--- src/rtl/tile_pkg.sv ---
// tile_pkg: shared tile-code layout, reveal default and FSM encoding for the tile-match sequencer
package tile_pkg;
  localparam int TILE_W = 11;
  localparam int COLOR_MSB = 6;
  localparam int COLOR_LSB = 1;
  localparam int FLIP_BIT = 0;
  localparam int REVEAL_CYCLES_DEF = 100000000;
  typedef enum logic [2:0] {OFF, WAIT_FIRST, WAIT_SECOND, REVEAL, COMMIT, DONE} state_t;
endpackage

--- src/rtl/reveal_timer.sv ---
// reveal_timer: reveal-window down-counter; clk, clear (sync active-low), clr_i, load_i, run_i, skip_i -> done_o
module reveal_timer #(
  parameter int CYCLES = 4
) (
  input  logic clk,
  input  logic clear,
  input  logic clr_i,
  input  logic load_i,
  input  logic run_i,
  input  logic skip_i,
  output logic done_o
);
  localparam int CW = CYCLES > 1 ? $clog2(CYCLES) : 1;
  logic [CW-1:0] cnt_q, cnt_d;
  always_comb cnt_d = clr_i ? '0 : load_i ? CW'(CYCLES - 1) : (run_i && cnt_q != '0) ? cnt_q - 1'b1 : cnt_q;
  always_ff @(posedge clk) cnt_q <= !clear ? '0 : cnt_d;
  assign done_o = run_i && (cnt_q == '0 || skip_i);
endmodule

--- src/rtl/tile_match_sequencer.sv ---
// tile_match_sequencer: sequences pick, timed reveal and commit of one tile-matching round
// Ports: CLOCK_50 clock, clear sync active-low reset, game_en/quit/sel_btn controls, SW picks,
// tile_codes flat code bus -> matched_mask, shown_mask, first_code, second_code, score,
// reveal_active, match_pulse, miss_pulse, game_over, won (all registered).
// Define TILE_SEQ_ATTEMPT_LIMIT_EN to end the game once score reaches MAX_ATTEMPTS.
module tile_match_sequencer
  import tile_pkg::*;
#(
  parameter int NUM_TILES = 10,
  parameter int TILE_W = tile_pkg::TILE_W,
  parameter int REVEAL_CYCLES = REVEAL_CYCLES_DEF,
  parameter int SCORE_W = 8,
  parameter int MAX_ATTEMPTS = 40
) (
  input  logic                          CLOCK_50,
  input  logic                          clear,
  input  logic                          game_en,
  input  logic                          quit,
  input  logic                          sel_btn,
  input  logic [NUM_TILES-1:0]          SW,
  input  logic [NUM_TILES*TILE_W-1:0]   tile_codes,
  output logic [NUM_TILES-1:0]          matched_mask,
  output logic [NUM_TILES-1:0]          shown_mask,
  output logic [TILE_W-1:0]             first_code,
  output logic [TILE_W-1:0]             second_code,
  output logic [SCORE_W-1:0]            score,
  output logic                          reveal_active,
  output logic                          match_pulse,
  output logic                          miss_pulse,
  output logic                          game_over,
  output logic                          won
);
  localparam int IW = NUM_TILES > 1 ? $clog2(NUM_TILES) : 1;
  state_t state_q, state_d;
  logic sel_q, sel_edge, abort, pick_ok, load, t_done, hit;
  logic [IW-1:0] idx1_q, idx1_d, idx2_q, idx2_d, pick_idx;
  logic [TILE_W-1:0] first_q, first_d, second_q, second_d;
  logic [NUM_TILES-1:0] matched_q, matched_d, shown_q, cand;
  logic [SCORE_W-1:0] score_q, score_d;
  logic match_q, match_d, miss_q, miss_d, reveal_q, over_q, won_q;

  function automatic logic [IW:0] lowest(input logic [NUM_TILES-1:0] c);
    lowest = '0;
    for (int i = NUM_TILES - 1; i >= 0; i--) if (c[i]) lowest = {1'b1, IW'(i)};
  endfunction

  function automatic logic [NUM_TILES-1:0] onehot(input logic [IW-1:0] i);
    return NUM_TILES'(1) << i;
  endfunction

  assign sel_edge = sel_btn && !sel_q;
  assign abort = quit || !game_en;
  // the first pick is excluded only while waiting for the second
  assign cand = SW & ~matched_q & (state_q == WAIT_SECOND ? ~onehot(idx1_q) : '1);
  assign {pick_ok, pick_idx} = lowest(cand);
  assign hit = first_q[COLOR_MSB:COLOR_LSB] == second_q[COLOR_MSB:COLOR_LSB];

  reveal_timer #(.CYCLES(REVEAL_CYCLES)) u_timer (
    .clk(CLOCK_50),
    .clear(clear),
    .clr_i(state_d == OFF),
    .load_i(load),
    .run_i(state_q == REVEAL),
    .skip_i(sel_edge),
    .done_o(t_done)
  );

  always_comb begin
    state_d = state_q;
    idx1_d = idx1_q;
    idx2_d = idx2_q;
    first_d = first_q;
    second_d = second_q;
    matched_d = matched_q;
    score_d = score_q;
    match_d = 1'b0;
    miss_d = 1'b0;
    load = 1'b0;
    case (state_q)
      OFF: state_d = game_en ? WAIT_FIRST : OFF;
      WAIT_FIRST: if (sel_edge && pick_ok) begin
        idx1_d = pick_idx;
        first_d = tile_codes[pick_idx*TILE_W +: TILE_W];
        state_d = WAIT_SECOND;
      end
      WAIT_SECOND: if (sel_edge && pick_ok) begin
        idx2_d = pick_idx;
        second_d = tile_codes[pick_idx*TILE_W +: TILE_W];
        load = 1'b1;
        state_d = REVEAL;
      end
      REVEAL: state_d = t_done ? COMMIT : REVEAL;
      COMMIT: begin
        score_d = &score_q ? score_q : score_q + 1'b1;
        matched_d = hit ? matched_q | onehot(idx1_q) | onehot(idx2_q) : matched_q;
        match_d = hit;
        miss_d = !hit;
        first_d = '0;
        second_d = '0;
`ifdef TILE_SEQ_ATTEMPT_LIMIT_EN
        state_d = (&matched_d || score_d == SCORE_W'(MAX_ATTEMPTS)) ? DONE : WAIT_FIRST;
`else
        state_d = &matched_d ? DONE : WAIT_FIRST;
`endif
      end
      DONE: state_d = DONE;
      default: state_d = OFF;
    endcase
    if (abort && state_q != OFF) state_d = OFF;
    // entering or staying in OFF wipes the round exactly like reset
    if (state_d == OFF) begin
      idx1_d = '0;
      idx2_d = '0;
      first_d = '0;
      second_d = '0;
      matched_d = '0;
      score_d = '0;
      match_d = 1'b0;
      miss_d = 1'b0;
    end
  end

`ifndef TILE_SEQ_ATTEMPT_LIMIT_EN
  logic unused_max;
  assign unused_max = |MAX_ATTEMPTS;
`endif

  always_ff @(posedge CLOCK_50) begin
    if (!clear) begin
      state_q <= OFF;
      sel_q <= 1'b0;
      idx1_q <= '0;
      idx2_q <= '0;
      first_q <= '0;
      second_q <= '0;
      matched_q <= '0;
      score_q <= '0;
      match_q <= 1'b0;
      miss_q <= 1'b0;
      shown_q <= '0;
      reveal_q <= 1'b0;
      over_q <= 1'b0;
      won_q <= 1'b0;
    end else begin
      state_q <= state_d;
      sel_q <= sel_btn;
      idx1_q <= idx1_d;
      idx2_q <= idx2_d;
      first_q <= first_d;
      second_q <= second_d;
      matched_q <= matched_d;
      score_q <= score_d;
      match_q <= match_d;
      miss_q <= miss_d;
      shown_q <= matched_d
        | (state_d inside {WAIT_SECOND, REVEAL, COMMIT} ? onehot(idx1_d) : '0)
        | (state_d inside {REVEAL, COMMIT} ? onehot(idx2_d) : '0);
      reveal_q <= state_d == REVEAL;
      over_q <= state_d == DONE;
      won_q <= state_d == DONE && &matched_d;
    end
  end

  assign matched_mask = matched_q;
  assign shown_mask = shown_q;
  assign first_code = first_q;
  assign second_code = second_q;
  assign score = score_q;
  assign reveal_active = reveal_q;
  assign match_pulse = match_q;
  assign miss_pulse = miss_q;
  assign game_over = over_q;
  assign won = won_q;
endmodule

--- config.mk ---
export PLATFORM = sky130hd
export DESIGN_NAME = tile_match_sequencer
export DESIGN_NICKNAME = d
export VERILOG_FILES = /design/src/rtl/tile_pkg.sv /design/src/rtl/reveal_timer.sv /design/src/rtl/tile_match_sequencer.sv
export SDC_FILE = /design/constraint.sdc
export NUM_CORES = 1
export LEC_CHECK = 0
export ABC_AREA = 1
export ABC_CLOCK_PERIOD_IN_PS = 2120
export CAP_MARGIN = 20
export CORE_MARGIN = 10
export CORE_UTILIZATION = 41
export DETAILED_ROUTE_END_ITERATION = 8
export PLACE_DENSITY = 0.74
export SLEW_MARGIN = 30
export SYNTH_ARGS = -nofsm -noshare
export SYNTH_HDL_FRONTEND = slang
export SYNTH_SLANG_ARGS = --single-unit
export TNS_END_PERCENT = 50
--- constraint.sdc ---
create_clock -name CLOCK_50 -period 2.12 [get_ports CLOCK_50]
set_input_delay 0.424 -clock CLOCK_50 [delete_from_list [all_inputs] [get_ports CLOCK_50]]
set_output_delay 0.424 -clock CLOCK_50 [all_outputs]
set_load 0.005 [all_outputs]
==> results.yml <==
run_status:
  status: "finished with violations"
  violations: "setup timing"
logic_synthesis:
  syn_inst: 1010
  synth-seq-cells: 94
  ys_async_sr_fraction: 0
  synth.top_cell.area_share: 0.310
  syn-num-nets: 1137
  yosysSeqAreaShare: 0.310
  synth_top_area_cell: "dfxtp_1"
  synth.distinct_cells: 45
  synth_edf_count: 0
  ys_top_cells_by_area: "dfxtp_1, nand2_1, nand3_1"
  syn_avg_cell_area_sq_um: 6.02
  synth_area_sq_um: 6080
  synthFlopType: "dfxtp_1"
  yosysWarnings: 0
detailed_routing:
  wl_per_cell_um: 17.8
  ant_nets: 0
  via_per_inst: 5.41
  vias: 8465
  first_pass_iters: 5
  drcViolationCount: 0
  drt_iter0_markers: 908
  wirelength_um: 27800
sta:
  tightest_slew_ps: 493
  fin_crit_sh: 1.24
  rsz0062_at_grt: "true"
  fmax_mhz: 379
  min_period_ps: 2640
  hold_viol_final: 0
  slew_viol_final: 0
  setup_viol: 90
  relSlewSlack: 0.671
  timing.hold.ws_ps: 459
  fin_skew_ps: 11.2
  setup_ws_ps: -516
critical_path:
  crit_top_cell: "inv_2"
  critPathMaxFanout: 5
  cpMaxStageDelayCell: "dfxtp_2"
  max_stage_delay_ps: 330
  cp_cell_sequence: "inv_2, ha_4, inv_2, nor3_4, nand2_2, nor2_4, nand3_2, nand2_2, inv_2, nand2_4, nand2_2, inv_2, nand3_4, nand2_4, nand2_4, nor2_4, nor2_4, buf_12, buf_4, buf_6, o21a_1"
  cp_data_required_time_ps: 2360
  critPathLaunchType: "register"
  worstSetupEndpointType: "register"
  critPathArrivalTime_ps: 2880
  criticalPathCategory: "reg -> reg"
global_route:
  grt_overflow: 0
  grt_pass1_wl_um: 39700
  grt_pass1_vias: 7849
  grt_util_met2: 0.418
  use_met1: 0.289
  grt_use_met3: 0.0497
  track_usage: 0.243
  grt_max_degree: 53
  antenna_found_initial: 0
  top_usage_layer: "met2"
clock_tree:
  cts_tree: "built"
  clk_path_buf_depth: 2
  numCtsBuffers: 9
  cts.sinks: 94
  clkTransAtPathRegs_ps: 70
  cts_root_buffer: "clkbuf_16"
  htree_levels: 3
  hold_buffers: 0
  insertion_delay_ps: 360
power_and_ir_drop:
  vdd.ir_drop.worst_uv: 696
  leakage_nw: 4.96
  total_power_mw: 5.30
  p_per_area_nw_per_um2: 480
cells_and_area:
  areaGrowthSynthToFinish_pct: 81.5
  antenna_cells: 0
  fin_area_sq_um: 11000
  final_nets: 1504
  drive_gt1_frac: 0.306
placement:
  gp_congestion: 0.982
  hpwlAfterDp_um: 18900
  dpl-instance-area_sq_um: 9410
  io_buffers: 179
floorplan:
  die_w_um: 142
  fp.coreArea_sq_um: 14500
  fp.dieArea_sq_um: 20100
  die_height_um: 142
  start_util: 0.418
  ios: 180
  rows: 44
job:
  cap_violations: 0
min_path:
  min_path_type: "reg -> reg"
[where the power goes]
part | total (mW) | switching, mW | internal [mW]
combinational | 1.57 | 0.786 | 0.789
sequential | 1.79 | 0.0126 | 1.78
clock | 1.93 | 0.735 | 1.19
[layer usage]
metal / part of all wire / vias to the layer above
met4: 0.048 / 0
met1: 0.39 / 3862
met3: 0.080 / 126
met2: 0.48 / 466
li1: - / 4011
met5: 0 / -
[cell type report]
class / count / area, sq um
well taps: 184 / 230
inverters: 130 / 515
fillers: 1040 / 3500
clock inverters: 6 / 115
clock buffers: 10 / 239
multi-input cells: 747 / 4290
repair buffers: 394 / 3740
flip-flops and latches: 94 / 1900
repair inverters: 1 / 6.26
[critical path: cells and delay by family, from the launching register on]
family,cells,cell delay [ps]
flip-flops,1,330
AND/OR/NAND/NOR,12,1330
AO/OA/AOI/OAI,1,100
adder cells (fa/ha/maj),1,130
buffers and inverters,7,640
[per-stage QoR]
stage	utilization	instances	worst slack (ps)	TNS, ps
CTS	0.714	1547	-297	-20440
global route	0.759	1566	-658	-46260
finish	0.759	1566	-516	-35670
global placement	0.647	1510	-662	-38840
floorplan	-	1010	-40.2	-439
detailed placement	0.647	1510	-605	-39270
[flip-flops by register name (all words and copies together), names as in the netlist]
name	cells
second_code	11
match_pulse	1
idx1_q	4
miss_pulse	1
idx2_q	4
shown_mask	10
reveal_active	1
matched_mask	10
first_code	11
sel_q	1
state_q	3
u_timer.cnt_q	27
won	1
score	8
game_over	1
[final timing paths]
path | depth (start not counted) | startpoint | end | slack [ps]
setup / recovery | 21 | u_timer.cnt_q[0]$_SDFFE_PP0P_ | u_timer.cnt_q[24]$_SDFFE_PP0P_ | -520
setup reg to reg | 21 | u_timer.cnt_q[0]$_SDFFE_PP0P_ | u_timer.cnt_q[24]$_SDFFE_PP0P_ | -520
hold reg to reg | 2 | first_code[8]$_SDFFE_PP0P_ | first_code[8]$_SDFFE_PP0P_ | 460
hold / removal | 2 | first_code[8]$_SDFFE_PP0P_ | first_code[8]$_SDFFE_PP0P_ | 460
[synthesized netlist by cell type, drive strengths merged (3+ instances only)]
| cell type | count |
|---|---|
| buf | 16 |
| nand4 | 4 |
| a31oi | 15 |
| nand3 | 163 |
| nor3b | 3 |
| nand3b | 6 |
| o211ai | 10 |
| o21ai | 38 |
| clkbuf | 24 |
| xnor2 | 5 |
| nand2 | 286 |
| inv | 129 |
| nor2 | 112 |
| a21oi | 50 |
| dfxtp | 94 |
| o21bai | 3 |
| or2 | 7 |
| nor4 | 4 |
| nor3 | 19 |
| xor2 | 6 |
[cell usage in the layout (no fill, tap or decap), drive strengths merged, types with 3 or more instances in the layout]
cell	count
nand4	4
or2	7
a31oi	15
a21oi	50
inv	131
xor2	6
o21ai	38
o211ai	10
dfxtp	94
clkbuf	18
nor2	112
o21bai	3
nand3b	6
nor3	19
nor3b	3
clkdlybuf4s50	179
bufinv	3
buf	207
xnor2	5
nor4	4
nand3	163
nand2	287
[timing repair]
item / CTS / global route
endpoints found under the setup margin: 90 / 92
gates resized for setup: 130 / 83
gates cloned: 1 / 12
pin swaps: 34 / 46
buffers inserted: 20 / 9
[kinds of logic after synthesis]
logic type      after synthesis  share of synthesized area
xor+xnor                     11                     0.0158
buf+inv                     170                      0.109
simple gates                607                      0.444
compound gates              126                      0.117
fa+ha+maj                     2                    0.00412
flops                        94                      0.310
(Power assumes the default switching activity.)
